**src/rtl/seven_segment_capture.sv**
```systemverilog
// Scrapes a time-multiplexed 4-digit seven-segment bus back into BCD.
// Each digit pattern must be seen STABLE_CYCLES times in a row before it is captured.
module seven_segment_capture #(
  parameter int STABLE_CYCLES = 4
) (
  input  logic        clk,
  input  logic        rst_n,
  input  logic [6:0]  seg,
  input  logic [3:0]  dig_sel,
  output logic [15:0] digits,
  output logic [3:0]  digit_valid,
  output logic [3:0]  digit_blank,
  output logic        frame_valid,
  output logic        err,
  output logic [6:0]  err_pattern
);

  localparam int NUM_DIGITS = 4;
  localparam logic [1:0] IDLE   = 2'd0;
  localparam logic [1:0] SETTLE = 2'd1;
  localparam logic [1:0] HELD   = 2'd2;
  localparam logic [7:0] STB    = 8'(STABLE_CYCLES);

  logic [6:0] seg_q, last_seg;
  logic [3:0] sel_q, last_sel;
  logic [1:0] state, state_n;
  logic [7:0] cnt, cnt_n;
  logic       sel_ok, same, cap;
  logic [3:0] dec_val;
  logic       dec_ok, dec_blank;
  logic [3:0] seen, seen_or;
  logic [NUM_DIGITS-1:0][3:0] dig_r;

  // last_* holds the sample the FSM evaluated on the previous edge
  always_ff @(posedge clk or negedge rst_n) begin
    if (!rst_n) begin
      seg_q    <= '0;
      sel_q    <= '0;
      last_seg <= '0;
      last_sel <= '0;
    end else begin
      seg_q    <= seg;
      sel_q    <= dig_sel;
      last_seg <= seg_q;
      last_sel <= sel_q;
    end
  end

  assign sel_ok = $onehot(sel_q);
  assign same   = (seg_q == last_seg) && (sel_q == last_sel);

  always_comb begin
    state_n = state;
    cnt_n   = cnt;
    cap     = 1'b0;
    if (!sel_ok) begin
      state_n = IDLE;
      cnt_n   = '0;
    end else if (!(state == HELD && same)) begin
      // cnt counts the current sample, so STABLE_CYCLES=1 captures at once
      if (state == SETTLE && same) cnt_n = (cnt == 8'hFF) ? cnt : cnt + 8'd1;
      else                         cnt_n = 8'd1;
      cap     = (cnt_n == STB);
      state_n = cap ? HELD : SETTLE;
    end
  end

  always_ff @(posedge clk or negedge rst_n) begin
    if (!rst_n) begin
      state <= IDLE;
      cnt   <= '0;
    end else begin
      state <= state_n;
      cnt   <= cnt_n;
    end
  end

  always_comb begin
    dec_val   = 4'd0;
    dec_ok    = 1'b1;
    dec_blank = 1'b0;
    case (seg_q)
      7'h3F: dec_val = 4'd0;
      7'h06: dec_val = 4'd1;
      7'h5B: dec_val = 4'd2;
      7'h4F: dec_val = 4'd3;
      7'h66: dec_val = 4'd4;
      7'h6D: dec_val = 4'd5;
      7'h7D: dec_val = 4'd6;
      7'h07: dec_val = 4'd7;
      7'h7F: dec_val = 4'd8;
      7'h6F: dec_val = 4'd9;
      7'h00: begin dec_ok = 1'b0; dec_blank = 1'b1; end
      default: dec_ok = 1'b0;
    endcase
  end

  for (genvar i = 0; i < NUM_DIGITS; i++) begin : g_dig
    always_ff @(posedge clk or negedge rst_n) begin
      if (!rst_n) begin
        dig_r[i]       <= '0;
        digit_valid[i] <= 1'b0;
        digit_blank[i] <= 1'b0;
      end else if (cap && sel_q[i]) begin
        if (dec_ok) dig_r[i] <= dec_val;
        digit_valid[i] <= dec_ok;
        digit_blank[i] <= dec_blank;
      end
    end
  end

  assign digits  = dig_r;
  assign seen_or = seen | (cap ? sel_q : 4'h0);

  always_ff @(posedge clk or negedge rst_n) begin
    if (!rst_n) begin
      seen        <= '0;
      frame_valid <= 1'b0;
      err         <= 1'b0;
      err_pattern <= '0;
    end else begin
      frame_valid <= (seen_or == 4'hF);
      seen        <= (seen_or == 4'hF) ? 4'h0 : seen_or;
      err         <= cap && !dec_ok && !dec_blank;
      if (cap && !dec_ok && !dec_blank) err_pattern <= seg_q;
    end
  end

endmodule

```
**config.mk**
```make
export PLATFORM = sky130hd
export DESIGN_NAME = seven_segment_capture
export DESIGN_NICKNAME = d
export VERILOG_FILES = /design/src/rtl/seven_segment_capture.sv
export SDC_FILE = /design/constraint.sdc
export NUM_CORES = 1
export LEC_CHECK = 0
export ABC_CLOCK_PERIOD_IN_PS = 3490
export BUFFER_PORTS_ARGS = -buffer_cell sky130_fd_sc_hd__buf_2
export CORE_MARGIN = 2
export CORE_UTILIZATION = 55
export DETAILED_ROUTE_END_ITERATION = 6
export MAX_ROUTING_LAYER = met4
export PLACE_DENSITY = 0.73
export SYNTH_ARGS = -nofsm -noshare
export SYNTH_HDL_FRONTEND = slang
export SYNTH_SLANG_ARGS = --single-unit
```
**constraint.sdc**
```tcl
create_clock -name clk -period 3.49 [get_ports clk]
set_input_delay 0.5235 -clock clk [delete_from_list [all_inputs] [get_ports clk]]
set_output_delay 0.5235 -clock clk [all_outputs]
set_load 0.02 [all_outputs]
```
==> results of run 1 <==
state kept, by name, summed over array words and instances (netlist names):
register and flops:
sel_q 4, seen 4, last_seg 7, digit_valid 4, digits 16, err 1
last_sel 4, seg_q 7, err_pattern 7, digit_blank 4, cnt 8, state 2
frame_valid 1
synthesized netlist by cell type, types with 2 or more instances:
library cell	count
a31oi_1	8
o21ai_0	10
or4_1	2
mux2_2	28
a31o_2	4
ha_1	3
nand4b_1	3
xor2_1	12
nor4b_1	4
and3_1	9
nand2b_1	5
buf_2	8
nand2_1	15
nand4_1	7
a21oi_1	15
and4_1	6
nor2_1	10
nor3_1	7
dfrtp_1	69
clkbuf_1	5
nand3_1	11
inv_1	11
or3_1	3
nor4_4	2
stage by stage:
| step | cells | setup slack [ns] | area, sq um |
|---|---|---|---|
| after floorplan | 274 | 0.532 | 3170 |
| after global placement | 382 | 0.300 | 3460 |
| after detailed placement | 382 | 0.167 | 3460 |
| after CTS | 398 | 0.134 | 3680 |
| after global routing | 399 | 0.0358 | 3700 |
| final | 399 | 0.208 | 3700 |
where the power goes:
part           switching, mW  total [mW]  leakage [nW]  internal (mW)
clock                  0.304       0.728         0.110          0.424
combinational         0.0668       0.103         0.782         0.0358
sequential            0.0235       0.840         0.912          0.816
total                  0.394        1.67          1.80           1.28
kinds of logic (layout without fill, tap and decap cells):
| logic type | after synthesis | count (layout) |
|---|---|---|
| fa+ha+maj | 4 | 4 |
| buf+inv | 25 | 78 |
| flops | 69 | 69 |
| compound gates | 44 | 44 |
| xor+xnor | 13 | 13 |
| mux | 29 | 29 |
| simple gates | 90 | 90 |
critical path, stage by stage, from the launching register on:
cell and delay [ns]:
dfrtp_1 0.46, inv_1 0.09, fa_1 0.55, inv_1 0.05, ha_1 0.18, ha_1 0.28
nor2_1 0.15, nand2_1 0.18, nor4_4 0.46, nor3b_4 0.29, buf_12 0.15, mux2_2 0.32
final timing paths:
kind                                   to
min reg2reg                   last_sel[3]
max in group asynchronous        sel_q[0]
min                           frame_valid
min in group clk                 sel_q[1]
max                        err_pattern[1]
max reg2reg                err_pattern[1]
layer usage:
metal,share of wire,global-route usage,wire length (um),vias up
li1,-,-,-,1090
met3,0.049,0.0611,322,11
met5,0,-,0,-
met1,0.47,0.339,3080,1124
met4,0.0099,0.0831,65,0
met2,0.47,0.328,3110,73
area by class of cell:
type                    instances  share of cell area
flip-flops and latches         69               0.467
clock buffers                  11              0.0382
repair buffers                 51              0.0764
clock inverters                 5              0.0220
inverters                      11              0.0112
multi-input cells             180               0.361
well taps                      72              0.0243
==> impl_metrics.toml, run 1 <==
[status]
outcome = "finished clean"

[logic_synthesis]
synth_fa_ha_area_frac = 0.0182
ys_seq_area_frac = 0.545
postSynthAreaPerCell_sq_um = 11.6
synth_xor_area_frac = 0.0359
synth_cell_types = 41
synth.area.top_cells = "dfrtp_1 (54%), mux2_2 (9.9%), xor2_1 (3.3%)"
synth_top_family_by_area = "simple AND/OR/NAND/NOR gates"
ys_warn_count = 0
syn-cell-area_sq_um = 3170
syn_inst = 274
async_flop_share = 1.00
synth_edf_count = 0
yosys.area_share.simple = 0.178
yosys.area.top_type = "dfrtp_1"
synth-compound-area-share = 0.0864
syn-num-nets = 291
synth_mux_area_frac = 0.103
synth_flop_cell = "dfrtp_1"
synth_top_area_frac = 0.545
ys_ff_latch = 69

[layout]
drive_above_1_share = 0.315
final_common_cell = "dfrtp_1"
post-route-util = 0.668
area_growth_pct = 16.7
multi_input_area_sq_um = 1340
fin_nets = 339
antennaDiodeCount = 0
fill_cells = 444
most-common-layout-cells = "dfrtp_1 (69), buf_2 (45), mux2_2 (28)"
regArea_sq_um = 1730

[route]
drt-total-wl_um = 6580
viasPerCell = 5.76
wl_per_cell_um = 16.5
ant_nets = 0
dr.pass1.iters = 7
vias = 2298
drtIter0Drc = 121
drc = 0

[worst_setup_path]
arrival_ns = 3.50
end_kind = "flop"
setup.worst_path.start = "sel_q[0]"
crit-reg2reg-launch = "sel_q[0]"
critPathKind = "reg2reg"
cp_max_fo = 7
required_ns = 3.71
rrSetupSlack_ns = 0.21
startpoint_type = "flop"
r2r_cells = 11

[global_routing]
grt_pass1_vias = 2232
grt_max_degree = 49
track_usage = 0.237
antenna_found_initial = 0
grt_pass1_wl_um = 11100
grt_remaining_overflow = 0

[power_and_ir_drop]
p_leak_nw = 1.80
finalPower_mw = 1.67
ir_drop_mv = 0.315
power_density_nw_per_um2 = 451

[sta]
slew_viol_final = 0
rsz0062_at_grt = "no"
clock_skew_ns = 0.0118
hold_violations = 0
worst_pin_slew_ns = 0.613
max_freq_mhz = 305
setup_tns_ns = 0
hold_slack_ns = 0.139
fin_crit_sh = 0.940
setup_viol = 0
slew_headroom = 0.590
period_minus_slack_ns = 3.28

[cts]
cts_buffers = 9
clkLatencyLatePin_ns = 0.34
cts_tree = "built"
post_cts_resized = 0
cts_root_buffer = "clkbuf_8"
path_clk_slew_ns = 0.08
post_cts_buffers = 0
cts.path.max_buffers = 2
numClockSinks = 69
htreeDepth = 3
postCtsHoldBufs = 0

[die]
dieArea_sq_um = 6390
die_y_um = 79.9
start_util = 0.572
row_count = 27
ios = 46
die_x_um = 79.9
core_area_sq_um = 5540

[placement]
gp_congestion = 0.824
place.port_buffers = 45
dp_hpwl_um = 4560

[run]
cap_violations = 0

[worst_hold_path]
worst_hold_path_type = "in2async"
(Power assumes the default switching activity.)
==> inputs of run 2 (changes only) <==
ABC_AREA = 1   (was unset)
ABC_CLOCK_PERIOD_IN_PS = 3000   (was 3490)
CORE_UTILIZATION = 35   (was 55)
PLACE_DENSITY = 0.51   (was 0.73)
clock period = 3 ns   (was 3.49 ns; I/O delays follow)
==> run 2 against run 1 <==
Combinational power up 17%. Via count up 1.5%. Core utilization down 24 points. Non-clock buffer count down 1. First-iteration DRC count down 17%. Largest cell class unchanged. Count of clock-buffer cells in the layout down 1. Highest routed layer unchanged. Critical path depth up 2. Power up 5.1%. Critical endpoint is now digits[6]. Final cell count up 27%. Sequential cell count unchanged. Clock power down 8.4%.
==> impl_metrics.toml, run 2 <==
[die]
ios = 46
row_count = 33
dieArea_sq_um = 9410
die_y_um = 97.0
start_util = 0.365
die_x_um = 97.0
core_area_sq_um = 8300

[logic_synthesis]
synth_top_area_frac = 0.570
ys_seq_area_frac = 0.570
synth.area.top_cells = "dfrtp_1 (57%), nand2_1 (11%), inv_1 (6.1%)"
yosys.area.top_type = "dfrtp_1"
ys_warn_count = 0
synth_flop_cell = "dfrtp_1"
synth_cell_types = 31
syn-cell-area_sq_um = 3030
async_flop_share = 1.00
synth_edf_count = 0
post-synth-top-count-cell = "nand2_1"
postSynthAreaPerCell_sq_um = 8.94
ys_ff_latch = 69
synth_common_cells = "nand2_1 (88), dfrtp_1 (69), inv_1 (49)"
syn-num-nets = 356
syn_inst = 339

[status]
outcome = "finished clean"

[sta]
slew_viol_final = 0
setup_viol = 0
worst_pin_slew_ns = 0.700
period_minus_slack_ns = 2.74
clock_skew_ns = 0.00925
hold_violations = 0
rsz0062_at_grt = "yes"
hold_slack_ns = 0.145
slew_headroom = 0.534
layout_setup_ws_ns = 0.265
fin_crit_sh = 0.912
max_freq_mhz = 366

[global_routing]
grt_pass1_vias = 2285
grt_pass1_wl_um = 11600
track_usage = 0.158
antenna_found_initial = 0
grt_remaining_overflow = 0
grt_max_degree = 32

[power_and_ir_drop]
p_seq_frac = 0.552
p_leak_nw = 1.92
p_sw_mw = 0.466
p_clk_frac = 0.380
p_sw_frac = 0.265
finalPower_mw = 1.76
ir_drop_mv = 0.193
p_int_mw = 1.29
comb_power_share = 0.068
power_density_nw_per_um2 = 491

[worst_setup_path]
crit_chain = "inv_1 > fa_1 > inv_1 > ha_1 > ha_1 > nor3_2 > nand2_2 > nor2_2 > nand3_1 > inv_2 > nand2_2 > nand2_1 > o21ai_1"
cp_max_fo = 9
crit_buf_inv = 3
critPathKind = "reg2reg"
cpPeakStageDelay_ns = 0.53
required_ns = 3.22
startpoint_type = "flop"
crit_family = "adder cells"
arrival_ns = 2.96
cp_slowest_cell = "fa_1"
end_kind = "flop"

[cts]
cts_tree = "built"
path_clk_slew_ns = 0.08
htreeDepth = 3
cts_root_buffer = "clkbuf_8"
numClockSinks = 69
post_cts_buffers = 0
cts.path.max_buffers = 2
cts_buffers = 9
clkLatencyLatePin_ns = 0.35

[route]
vias = 2333
wl_per_cell_um = 13.0
ant_nets = 0
drt-total-wl_um = 6600
drc = 0
drtIter0Drc = 100
dr.pass1.iters = 4
viasPerCell = 4.59

[layout]
antennaDiodeCount = 0
largest_reg_flops = 16
most-common-layout-cells = "nand2_1 (88), dfrtp_1 (69), inv_1 (49)"
drive_above_1_share = 0.216
fin_nets = 415
area_growth_pct = 18.1
fin_cells = 508
final_common_cell = "nand2_1"

[placement]
dp_hpwl_um = 4790
post-place-cells = 492
pre_cts_ws_ns = 0.173
gp_congestion = 0.764
place.port_buffers = 45

[run]
cap_violations = 0

[worst_hold_path]
worst_hold_path_type = "in2async"
## run 2: power groups by stage
stage                     combinational [mW]  clock (mW)  sequential [mW]
after global routing                   0.139       0.744            0.972
after detailed placement               0.120           0            0.987
after global placement                 0.120           0            0.986
final                                  0.120       0.667            0.968
after floorplan                       0.0674           0            0.981
after CTS                              0.120       0.693            0.968
## run 2: routing by layer
| metal | up-vias | GRT usage | part of all wire |
|---|---|---|---|
| li1 | 1197 | - | - |
| met1 | 1091 | 0.222 | 0.51 |
| met2 | 36 | 0.222 | 0.45 |
| met3 | 9 | 0.0441 | 0.031 |
| met4 | 0 | 0.0520 | 0.014 |
| met5 | - | - | 0 |
## run 2: final cells by class
cell class                      instances  area, sq um
Timing Repair Buffer                   50          263
Sequential cell                        69         1730
Tap cell                              105          131
Multi-Input combinational cell        212         1080
Inverter                               56          211
Fill cell                             845         4720
Clock inverter                          6         38.8
Clock buffer                           10          128
## run 2: logic make-up (layout without fill, tap and decap cells)
group | after synthesis | after routing | synth area share
flip-flops | 69 | 69 | 0.570
buffers and inverters | 58 | 122 | 0.0752
XOR/XNOR | 6 | 6 | 0.0173
AND/OR/NAND/NOR | 161 | 161 | 0.242
AO/OA/AOI/OAI | 41 | 41 | 0.0764
adder cells (fa/ha/maj) | 4 | 4 | 0.0190
## run 2: worst paths after layout
check	startpoint	to	slack, ns	cells after the start
setup / recovery	sel_q[0]	digits[6]	0.26	13
hold / removal	rst_n	last_seg[6]	0.15	1
setup reg to reg	sel_q[0]	digits[6]	0.26	13
hold reg to reg	sel_q[1]	last_sel[1]	0.44	0
max in group asynchronous	rst_n	digits[1]	2.10	2
min in group clk	seg[5]	seg_q[5]	0.20	1
## run 2: what timing repair did
action / in CTS / in global routing
gates resized for setup: 0 / 1
setup endpoints to repair: 0 / 25
hold buffers: 0 / 0
hold endpoints to repair: 0 / 0
## run 2: per-stage QoR
step,TNS (ns),utilization,cell area (sq um)
CTS,0,0.431,3570
detailed placement,0,0.411,3410
global placement,0,0.411,3410
finish,0,0.431,3580
global route,-0.0380,0.431,3580
floorplan,0,-,3030
